### src/rtl/mux_arb_reg.sv
// mux_arb_reg: N:1 arbitrating multiplexer with a registered single-entry output stage.
// DEPTH valid/ready producers share one BIT_WIDTH output. Each cycle one channel is
// granted by round-robin (ARB_MODE=0) or fixed priority (ARB_MODE=1, lowest index).
// The winner is loaded into the output register with valid/ready backpressure.
// The output stage reloads in the same cycle it drains, so it sustains full throughput.
//
// Ports:
//   clk        clock, rising edge
//   rst_n      asynchronous active-low reset
//   in_data    DEPTH packed channels; channel i at [BIT_WIDTH*i +: BIT_WIDTH]
//   in_valid   per-channel valid
//   in_ready   per-channel ready (combinational, at most one bit high)
//   out_data   registered winning data
//   out_sel    index of the channel that produced out_data
//   out_valid  output stage holds a beat
//   out_ready  downstream accepts the beat
module mux_arb_reg #(
    parameter int unsigned BIT_WIDTH = 8,
    parameter int unsigned DEPTH     = 4,
    parameter int unsigned SEL_WIDTH = (DEPTH > 1) ? $clog2(DEPTH) : 1,
    parameter int unsigned ARB_MODE  = 0
) (
    input  logic                       clk,
    input  logic                       rst_n,
    input  logic [BIT_WIDTH*DEPTH-1:0] in_data,
    input  logic [DEPTH-1:0]           in_valid,
    output logic [DEPTH-1:0]           in_ready,
    output logic [BIT_WIDTH-1:0]       out_data,
    output logic [SEL_WIDTH-1:0]       out_sel,
    output logic                       out_valid,
    input  logic                       out_ready
);

    localparam int DEPTH_I = int'(DEPTH);

    logic [BIT_WIDTH-1:0] ch_data [DEPTH];
    logic [SEL_WIDTH-1:0] ptr;
    logic [SEL_WIDTH-1:0] ptr_nxt;
    logic [SEL_WIDTH-1:0] grant_idx;
    logic [DEPTH-1:0]     grant;
    logic                 grant_found;
    logic                 load_en;
    logic                 xfer;

    // Unpack the flat input bus into per-channel words
    for (genvar g = 0; g < DEPTH_I; g++) begin : g_unpack
        assign ch_data[g] = in_data[BIT_WIDTH*g +: BIT_WIDTH];
    end

    // Output stage can take a beat when empty or when its current beat drains
    assign load_en = ~out_valid | out_ready;

    // Grant: first valid channel scanning upward from the start index, wrapping at DEPTH
    always_comb begin
        int                   idx;
        logic [SEL_WIDTH-1:0] cand;
        grant       = '0;
        grant_idx   = '0;
        grant_found = 1'b0;
        for (int k = 0; k < DEPTH_I; k++) begin
            idx = (ARB_MODE == 0) ? int'(ptr) + k : k;
            if (idx >= DEPTH_I) begin
                idx = idx - DEPTH_I;
            end
            cand = SEL_WIDTH'(idx);
            if (!grant_found && in_valid[cand]) begin
                grant_found = 1'b1;
                grant[cand] = 1'b1;
                grant_idx   = cand;
            end
        end
    end

    assign in_ready = grant & {DEPTH{load_en}};
    assign xfer     = grant_found & load_en;

    // Pointer moves past the winner; explicit wrap keeps non-power-of-two DEPTH in range
    assign ptr_nxt = (grant_idx == SEL_WIDTH'(DEPTH - 1)) ? '0 : grant_idx + SEL_WIDTH'(1);

    // Output stage and round-robin pointer
    always_ff @(posedge clk or negedge rst_n) begin
        if (!rst_n) begin
            out_valid <= 1'b0;
            out_data  <= '0;
            out_sel   <= '0;
            ptr       <= '0;
        end else begin
            if (xfer) begin
                out_valid <= 1'b1;
                out_data  <= ch_data[grant_idx];
                out_sel   <= grant_idx;
            end else if (out_ready) begin
                out_valid <= 1'b0;
            end
            if (xfer && (ARB_MODE == 0)) begin
                ptr <= ptr_nxt;
            end
        end
    end

endmodule

### config.mk
export PLATFORM = sky130hd
export DESIGN_NAME = mux_arb_reg
export DESIGN_NICKNAME = d
export VERILOG_FILES = /design/src/rtl/mux_arb_reg.sv
export SDC_FILE = /design/constraint.sdc
export NUM_CORES = 1
export LEC_CHECK = 0
export ABC_CLOCK_PERIOD_IN_PS = 5800
export CAP_MARGIN = 10
export CORE_MARGIN = 5
export CORE_UTILIZATION = 42
export DETAILED_ROUTE_END_ITERATION = 12
export PLACE_DENSITY = 0.89
export SLEW_MARGIN = 0
export SYNTH_ARGS = -nofsm -noshare
export SYNTH_HDL_FRONTEND = slang
export SYNTH_SLANG_ARGS = --single-unit
export TNS_END_PERCENT = 30
### constraint.sdc
create_clock -name clk -period 5.8 [get_ports clk]
set_input_delay 0.58 -clock clk [delete_from_list [all_inputs] [get_ports clk]]
set_output_delay 0.58 -clock clk [all_outputs]
set_load 0.02 [all_outputs]
======== Yosys cells after proc, flatten, opt, wreduce, memory -nomap -nowiden ========
Index checks and enable logic that the tools add are counted.
word-level totals
  register bits ........................... 13
  input port bits ......................... 39
  output and inout bits ................... 15
  word-level logic and storage cells ...... 83
cells by class
  add/subtract/negate cells ............... 8
  order comparisons ....................... 13
  eq/ne operators ......................... 1
  multiplexer cells ....................... 38
  bitwise operators ....................... 8
  reductions and logical operators ........ 11
operators by type and width
  cell                   number
  $mux W2                9
  $bmux W8 S2            1
  $mux W4                4
  $mux W8                2
  $mux W1                14
  $ge A3 B3 Y1 const B   4
  $lt A2 B3 Y1 const B   4
  $or A4 B4 Y4           3
  $bmux W1 S2            4
  $demux W1 S2           4
  $ge A2 B1 Y1 const B   4
  $sub A2 B1 Y2 const B  4
  $logic_and A1 B1 Y1    7
  $add A2 B2 Y3 const B  2
  $and A4 B4 Y4          1
  $add A2 B1 Y3 const B  1
  $ge A2 B3 Y1 const B   1
  $logic_not A1 Y1       3
  $not A2 Y3             1
  $add A2 B1 Y2 const B  1
  $eq A2 B2 Y1 const B   1
  $reduce_bool A2 Y1     1
  $and A1 B1 Y1          1
  $not A1 Y1             1
  $or A1 B1 Y1           1

======== Logic depth before layout (Yosys ltp) ========
Gate-level depths: netlist of run 1.
  word-level depth ........................ 18
  depth in mapped cells ................... 12
  gate-level depth less buffers ........... 8

======== Worst setup path before layout of run 1 ========
Ideal clock, no wire load.
  kind .................................... register to register
  from .................................... register ptr[0]
  to ...................................... register ptr[1]
  library setup time ...................... 125 ps
  data arrival time ....................... 3,284 ps
  data required time ...................... 5,675 ps
  path slack .............................. 2,391 ps
  cell stages (with the launch flop) ...... 13
  buffers on the path ..................... 4
  clock period less this slack ............ 3,409 ps
  cells stage by stage .................... dfrtp_1 buf_6 clkbuf_1 inv_1 ha_1 mux4_2 o211a_1 or4b_1 a21boi_2 buf_6 buf_12 ha_1 mux2_2
between the ends
  word-level cells in the longest chain between the ends .. 16
  elaborated cells on any way between the ends .. 41
  those cells by class .................... 8 x add/sub; 4 x order compare; 1 x eq/ne; 21 x mux; 1 x bitwise; 6 x reduce/logical
ends and longest elaborated chain
  item                                                                    line  RTL
  start, declared                                                         37    logic [SEL_WIDTH-1:0] ptr;
  start signal, assigned                                                  96    ptr <= ptr_nxt;
  parallel branches: the longest is 13 deep, another holds $add A2 B1 Y3  -
  $mux W2 (*)                                                             66    if (!grant_found && in_valid[cand]) begin
  net grant_idx[1]                                                        39    logic [SEL_WIDTH-1:0] grant_idx;
  $add A2 B1 Y2 / $eq A2 B2 Y1 (equally long branches)                    78    assign ptr_nxt = (grant_idx == SEL_WIDTH'(DEPTH - 1)) ? '0 : grant_idx + SEL_WIDTH'(1);
  $mux W2 (*)                                                             78
  net ptr_nxt[1]                                                          38    logic [SEL_WIDTH-1:0] ptr_nxt;
Mark *: on every way through the listed nets, which the timed path passes. The select of a mux whose other input is x is not followed.
A chain may end at the register's enable or synchronous reset.

======== Worst setup path after layout of run 1 ========
  from .................................... register ptr[0]
  to ...................................... register ptr[1]
between the ends
  word-level cells in the longest chain between the ends .. 16
  elaborated cells on any way between the ends .. 41
  those cells by class .................... 8 x add/sub; 4 x order compare; 1 x eq/ne; 21 x mux; 1 x bitwise; 6 x reduce/logical
ends and longest elaborated chain
  item                                                                    line
  parallel branches: the longest is 13 deep, another holds $add A2 B1 Y3  -
  $mux W2 (*)                                                             66
  $add A2 B1 Y2 / $eq A2 B2 Y1 (equally long branches)                    78
  $mux W2 (*)                                                             78
  net ptr_nxt[1]                                                          38
Marks and branches as above.

==> run summary, run 1 <==
Status: completed
Clock Latency Late Sink: 0.27 ns
Number of synthesized flops with an enable pin: 0
Number of port buffers: 53
Number of instances resized during post-cts repair: 0
Commonest cells in the netlist: sky130_fd_sc_hd__mux2i_1 (17), sky130_fd_sc_hd__nand2_1 (14), sky130_fd_sc_hd__dfrtp_1 (13)
Number of cells produced by synthesis: 123
Maximum number of buffers from clock root to sink: 2
Met3 routing resource usage after global routing: 0.0484
Post-synth ARST share: 1.00
Global-route congestion overflow total: 0
Clock root cell: sky130_fd_sc_hd__clkbuf_4
Type of element launching the critical path: flip-flop
Total standard cell area after synthesis: 1250 um^2
Placement Setup Slack: 1.59 ns
Worst hold path type: flip-flop to flip-flop
Actual transition at the worst max-transition pin: 1.19 ns
Setup TNS: 0 ns
Number of H-tree levels: 1
Total Routing Usage GR: 0.155
Maximum number of pins on one net before global-route repair: 19
Post-route DRC violation count: 0
Setup Viol. Count Final: 0
Cell count after placement: 197
Core Box Area: 2810 um^2
Count of cell types in the netlist: 33
Worst path setup slack after routing: 1.60 ns
Post-route core utilization: 0.634
Number of search-and-repair iterations in the first detailed-routing pass: 4
Cell with the most instances after synthesis: sky130_fd_sc_hd__mux2i_1
Ant diodes: 0
Seq/Total Area, Yosys: 0.259
Worst EP required: 5.95 ns
Power per cell area: 530 nW/um^2
Hold buffer count at CTS: 0
Area fraction of the dominant cell type after synthesis: 0.259
Layer with the highest usage: met2
Worst-case clock skew: 0.00830 ns
Timing-limited maximum frequency: 0.238 GHz
Final cycle utilization of the critical path: 0.724
Post-Route WL: 3100 um
Setup repair after global routing missed its margin: false
Average routed wire per standard cell: 15.4 um
Syn Area/Cell: 10.2 um^2
Synthesis Warnings: 0
Hold Vio Cnt, Final: 0
Worst slew margin: 0.200
Synthesized Nets: 170
Nets: 218
Cell type with the largest total area after synthesis: sky130_fd_sc_hd__dfrtp_1
Via count of the first global-routing pass: 1154
IR Drop Worst-Case VDD: 323 uV
Via count: 1139
Area taken by flip-flops and latches: 325 um^2
Critical path peak fanout: 18
Top cells by area in the synthesized netlist: sky130_fd_sc_hd__dfrtp_1 (26%), sky130_fd_sc_hd__mux2i_1 (14%), sky130_fd_sc_hd__o221ai_2 (9.6%), sky130_fd_sc_hd__ha_1 (8.0%), sky130_fd_sc_hd__mux4_1 (4.2%)
Predominant post-synthesis flop cell: sky130_fd_sc_hd__dfrtp_1
Worst hold margin: 0.494 ns
Half-perimeter wire length after placement: 2470 um
Filler-free cell count of the finished design: 201
Type of the worst setup path: flip-flop to flip-flop
Die height: 64.6 um
Initial antenna violation count: 0
Post-CTS setup-driven buffer insertion count: 0
Site Rows: 19
Number of synthesized register bits: 13
Post-layout minimum cycle time: 4.20 ns
Boundary pin count: 54
Fraction of layout instances using a drive strength above 1: 0.106
Final Max Tran Viols: 0
Number of clock sinks: 13
Met2 Usage GRT: 0.253
Capturing element type of the critical path: flip-flop
DR iter-0 viols: 130
Clock transition at the registers of the reported paths: 0.07 ns
Clock tree from TritonCTS: built
CTS buffer count: 3
P_leak: 0.730 nW
Count of filler cells inserted in the layout: 234
X dimension of the die: 64.6 um
First-pass GRT wire length: 5220 um
Area overhead of the layout relative to synthesis: 41.8%
Area enclosed by the die boundary: 4180 um^2
Arrival @ worst endpoint: 4.35 ns
Maximum Capacitance Violations: 0
Routability congestion estimate from global placement: 0.975
Met1 routing resource usage after global routing: 0.195
Multi-input gate area: 846 um^2
Remaining antenna violation count: 0
Avg Vias per Cell: 5.67
Initial core utilization: 0.447
registers in the layout, indices dropped and copies added (netlist names):
register	cells
out_valid	1
ptr	2
out_sel	2
out_data	8
power by group:
group | total, mW | switching, mW | internal [mW]
Combinational | 0.701 | 0.363 | 0.338
Sequential | 0.186 | 0.0495 | 0.136
Clock | 0.0551 | 0.0285 | 0.0266
placed cells by master (no fill, tap or decap), types with 2 or more instances in the layout:
cell type	Yosys	routed
sky130_fd_sc_hd__mux2i_1	17	17
sky130_fd_sc_hd__mux2_2	2	2
sky130_fd_sc_hd__nor3b_1	2	2
sky130_fd_sc_hd__nor2_1	10	10
sky130_fd_sc_hd__clkdlybuf4s50_1	0	53
sky130_fd_sc_hd__mux4_1	2	2
sky130_fd_sc_hd__ha_1	8	8
sky130_fd_sc_hd__nand2_1	14	14
sky130_fd_sc_hd__o21ai_0	4	4
sky130_fd_sc_hd__or2_2	2	2
sky130_fd_sc_hd__mux4_2	2	2
sky130_fd_sc_hd__dfrtp_1	13	13
sky130_fd_sc_hd__a22oi_1	4	4
sky130_fd_sc_hd__nor2b_1	3	3
sky130_fd_sc_hd__nand2b_1	3	3
sky130_fd_sc_hd__a221oi_1	4	4
sky130_fd_sc_hd__o221ai_2	8	8
sky130_fd_sc_hd__inv_1	3	3
sky130_fd_sc_hd__clkbuf_4	0	3
cells by family after synthesis:
| kind of cell | count (synthesis) | share of synthesized area |
|---|---|---|
| muxes | 23 | 0.232 |
| AOI/OAI and AO/OA | 26 | 0.206 |
| DFF | 13 | 0.259 |
| and+or+nand+nor | 40 | 0.158 |
| adders and majority gates | 8 | 0.0798 |
| buffers and inverters | 13 | 0.0659 |
path summary, 6_finish.rpt:
path | start | endpoint | slack (ns) | cells past startpoint
min in group asynchronous | rst_n | out_data[2] | 0.67 | 1
setup reg to reg | ptr[0] | ptr[1] | 1.60 | 8
hold / removal | out_sel[0] | out_sel[0] | 0.49 | 2
hold reg to reg | out_sel[0] | out_sel[0] | 0.49 | 2
setup / recovery | ptr[0] | ptr[1] | 1.60 | 8
max in group asynchronous | rst_n | ptr[0] | 4.75 | 1
layer usage:
layer  share of wire  up-vias
met5               0        -
met4          0.0055        0
met3           0.088        2
met2            0.48       58
met1            0.43      522
li1                -      557
layout make-up:
cell class | instances | share of cell area
tap | 31 | 0.0218
timing repair buffer | 53 | 0.298
multi-input combinational | 97 | 0.476
clock buffer | 4 | 0.0148
inverter | 3 | 0.00633
sequential | 13 | 0.183
worst max-delay path, cell delays in order, from the launching register on:
cell	delay, ns
sky130_fd_sc_hd__dfrtp_1	0.72
sky130_fd_sc_hd__inv_1	0.25
sky130_fd_sc_hd__ha_1	0.46
sky130_fd_sc_hd__mux4_2	0.42
sky130_fd_sc_hd__o211a_1	0.16
sky130_fd_sc_hd__or4b_1	0.53
sky130_fd_sc_hd__a21boi_2	0.90
sky130_fd_sc_hd__ha_1	0.38
sky130_fd_sc_hd__mux2_2	0.26
metrics by stage:
step	area [um^2]	power [mW]
after floorplan	1250	0.729
after global placement	1750	0.859
after detailed placement	1750	0.891
after CTS	1780	0.949
after global routing	1780	1.02
final	1780	0.942
Note: power is estimated with default switching activity, not from simulation.
==> inputs of run 2 (changes only) <==
--- a/config.mk
+++ b/config.mk
@@ -5,7 +5,7 @@
 export SDC_FILE = /design/constraint.sdc
 export NUM_CORES = 1
 export LEC_CHECK = 0
-export ABC_CLOCK_PERIOD_IN_PS = 5800
+export ABC_CLOCK_PERIOD_IN_PS = 4200
 export CAP_MARGIN = 10
 export CORE_MARGIN = 5
 export CORE_UTILIZATION = 42
==> constraint.sdc (replaced) <==
create_clock -name clk -period 4.2 [get_ports clk]
set_input_delay 0.42 -clock clk [delete_from_list [all_inputs] [get_ports clk]]
set_output_delay 0.42 -clock clk [all_outputs]
set_load 0.02 [all_outputs]
==> run 2 against run 1 <==
Die area did not move. Total power rose by 39%. Non-clock buffer count rose by 2. Largest cell class unchanged. Register-to-register slack got worse by 0.73 ns. Sequential power rose by 26%. Hold slack improved by 0.0056 ns. Routed wire length fell by 2.2%. Critical path type is now flip-flop to output port. Cell count rose by 1.0%.
==> run summary, run 2 (synthesized netlist as in run 1, its figures left out) <==
Worst slew margin: 0.623
Via count of the first global-routing pass: 1201
Switching power of the nets: 0.605 mW
P_leak: 0.740 nW
Number of flip-flops under the largest register name: 8
Count of filler cells inserted in the layout: 229
Largest registers in the final layout: out_data: 8 flops, out_sel: 2 flops, ptr: 2 flops
Avg Vias per Cell: 5.59
Met1 routing resource usage after global routing: 0.190
Post-CTS setup-driven buffer insertion count: 0
Status: completed
DR iter-0 viols: 23
Met2 Usage GRT: 0.259
Number of clock sinks: 13
Crit path buf inv count: 2
Setup repair after global routing missed its margin: false
Maximum number of pins on one net before global-route repair: 19
Setup Viol. Count Final: 0
Post-route core utilization: 0.639
Origin of the critical flop-to-flop path: ptr[1]
Routability congestion estimate from global placement: 0.803
Maximum number of buffers from clock root to sink: 2
Remaining antenna violation count: 0
Hold buffer count at CTS: 0
CTS buffer count: 3
Boundary pin count: 54
Most frequent standard cell in the layout excluding fill and tap cells: sky130_fd_sc_hd__clkdlybuf4s50_1
Initial core utilization: 0.447
Half-perimeter wire length after placement: 2490 um
Final cycle utilization of the critical path: 0.832
Nets: 220
First-pass GRT wire length: 5140 um
Clock tree from TritonCTS: built
Ant diodes: 0
Layer with the highest usage: met2
Post-layout minimum cycle time: 3.49 ns
X dimension of the die: 64.6 um
Arrival @ worst endpoint: 3.07 ns
Clock root cell: sky130_fd_sc_hd__clkbuf_4
Relative contribution of the clock network to total power: 0.056
Worst hold path type: flip-flop to flip-flop
Chain of cells forming the critical path: inv_1, ha_1, mux4_2, and2b_1, a22oi_1, nor2_1, a221oi_1, nor2_1, clkdlybuf4s50_1
Initial antenna violation count: 0
Sequential Power Share: 0.179
Site Rows: 19
Clock Latency Late Sink: 0.26 ns
Met3 routing resource usage after global routing: 0.0328
Total internal power: 0.700 mW
Number of H-tree levels: 1
Worst path top cell family by delay: buffers and inverters
Post-route DRC violation count: 0
Number of instances resized during post-cts repair: 0
Sw Ratio: 0.463
Worst-case clock skew: 0.00407 ns
Maximum Capacitance Violations: 0
Core Box Area: 2810 um^2
Global-route congestion overflow total: 0
Max stage delay cell, worst path: sky130_fd_sc_hd__clkdlybuf4s50_1
Critical path peak fanout: 9
Final Max Tran Viols: 0
Number of port buffers: 53
Critical path's largest stage delay: 0.62 ns
Start point of the critical path: ptr[1]
Cell seen most often among critical-path stages: sky130_fd_sc_hd__nor2_1
Total Routing Usage GR: 0.151
Hold wc startpoint: out_data[7]
Clock transition at the registers of the reported paths: 0.07 ns
Hold Vio Cnt, Final: 0
Average routed wire per standard cell: 14.9 um
Type of the worst setup path: flip-flop to output port
Number of search-and-repair iterations in the first detailed-routing pass: 4
Die height: 64.6 um
Type of element launching the critical path: flip-flop
Post-Route WL: 3030 um
Worst EP required: 3.78 ns
Share of total power in combinational logic: 0.765
Setup TNS: 0 ns
Register with the highest flop count: out_data
Power per cell area: 728 nW/um^2
Capturing element type of the critical path: output port
Timing-limited maximum frequency: 0.286 GHz
Fraction of layout instances using a drive strength above 1: 0.116
Via count: 1134
IR Drop Worst-Case VDD: 419 uV
Actual transition at the worst max-transition pin: 0.564 ns
Area overhead of the layout relative to synthesis: 43.0%
Leading cell types in the layout, fill and taps excluded: sky130_fd_sc_hd__clkdlybuf4s50_1 (53), sky130_fd_sc_hd__mux2i_1 (17), sky130_fd_sc_hd__nand2_1 (14), sky130_fd_sc_hd__dfrtp_1 (13), sky130_fd_sc_hd__nor2_1 (10)
Area enclosed by the die boundary: 4180 um^2
==> run 2: power by group through the flow <==
stage,registers (mW),logic (mW),clock network (mW)
after floorplan,0.290,0.717,0
after global placement,0.233,0.977,0
after detailed placement,0.236,1.01,0
after CTS,0.236,1.01,0.0760
after global routing,0.244,1.10,0.0833
final,0.234,0.999,0.0724
==> run 2: final timing paths <==
path / endpoint / slack, ns / depth (start not counted)
worst min register to register: out_data[7] / 0.50 / 2
max in group asynchronous: ptr[0] / 3.31 / 1
worst min-delay path: out_data[7] / 0.50 / 2
worst max register to register: ptr[1] / 0.87 / 9
min in group asynchronous: out_data[3] / 0.52 / 1
worst max-delay path: in_ready[2] / 0.71 / 9
==> run 2: cell type report <==
| cell class | count | area, um^2 | share of cell area |
|---|---|---|---|
| Sequential cell | 13 | 325 | 0.181 |
| Clock buffer | 4 | 26.3 | 0.0147 |
| Tap cell | 31 | 38.8 | 0.0216 |
| Multi-Input combinational cell | 97 | 846 | 0.472 |
| Timing Repair Buffer | 55 | 546 | 0.304 |
| Inverter | 3 | 11.3 | 0.00628 |
==> run 2: worst min-delay path: cells and delay by family (launching register included) <==
kind	cells	cell delay, ns
AO/OA/AOI/OAI	1	0.05
flip-flops	1	0.35
AND/OR/NAND/NOR	1	0.06
==> run 2: routing by layer <==
layer | wire [um] | vias up
li1 | - | 565
met1 | 1310 | 520
met2 | 1440 | 47
met3 | 265 | 2
met4 | 19 | 0
met5 | 0 | -
==> run 2: through the flow <==
| step | instances | total power, mW | cell area, um^2 | hold WS (ns) | setup slack, ns |
|---|---|---|---|---|---|
| floorplan | 123 | 1.01 | 1250 | 0.124 | 0.791 |
| global placement | 199 | 1.21 | 1770 | 0.462 | 0.844 |
| detailed placement | 199 | 1.24 | 1770 | 0.474 | 0.781 |
| CTS | 203 | 1.32 | 1790 | 0.505 | 0.663 |
| global route | 203 | 1.42 | 1790 | 0.532 | 0.402 |
| finish | 203 | 1.31 | 1790 | 0.500 | 0.706 |
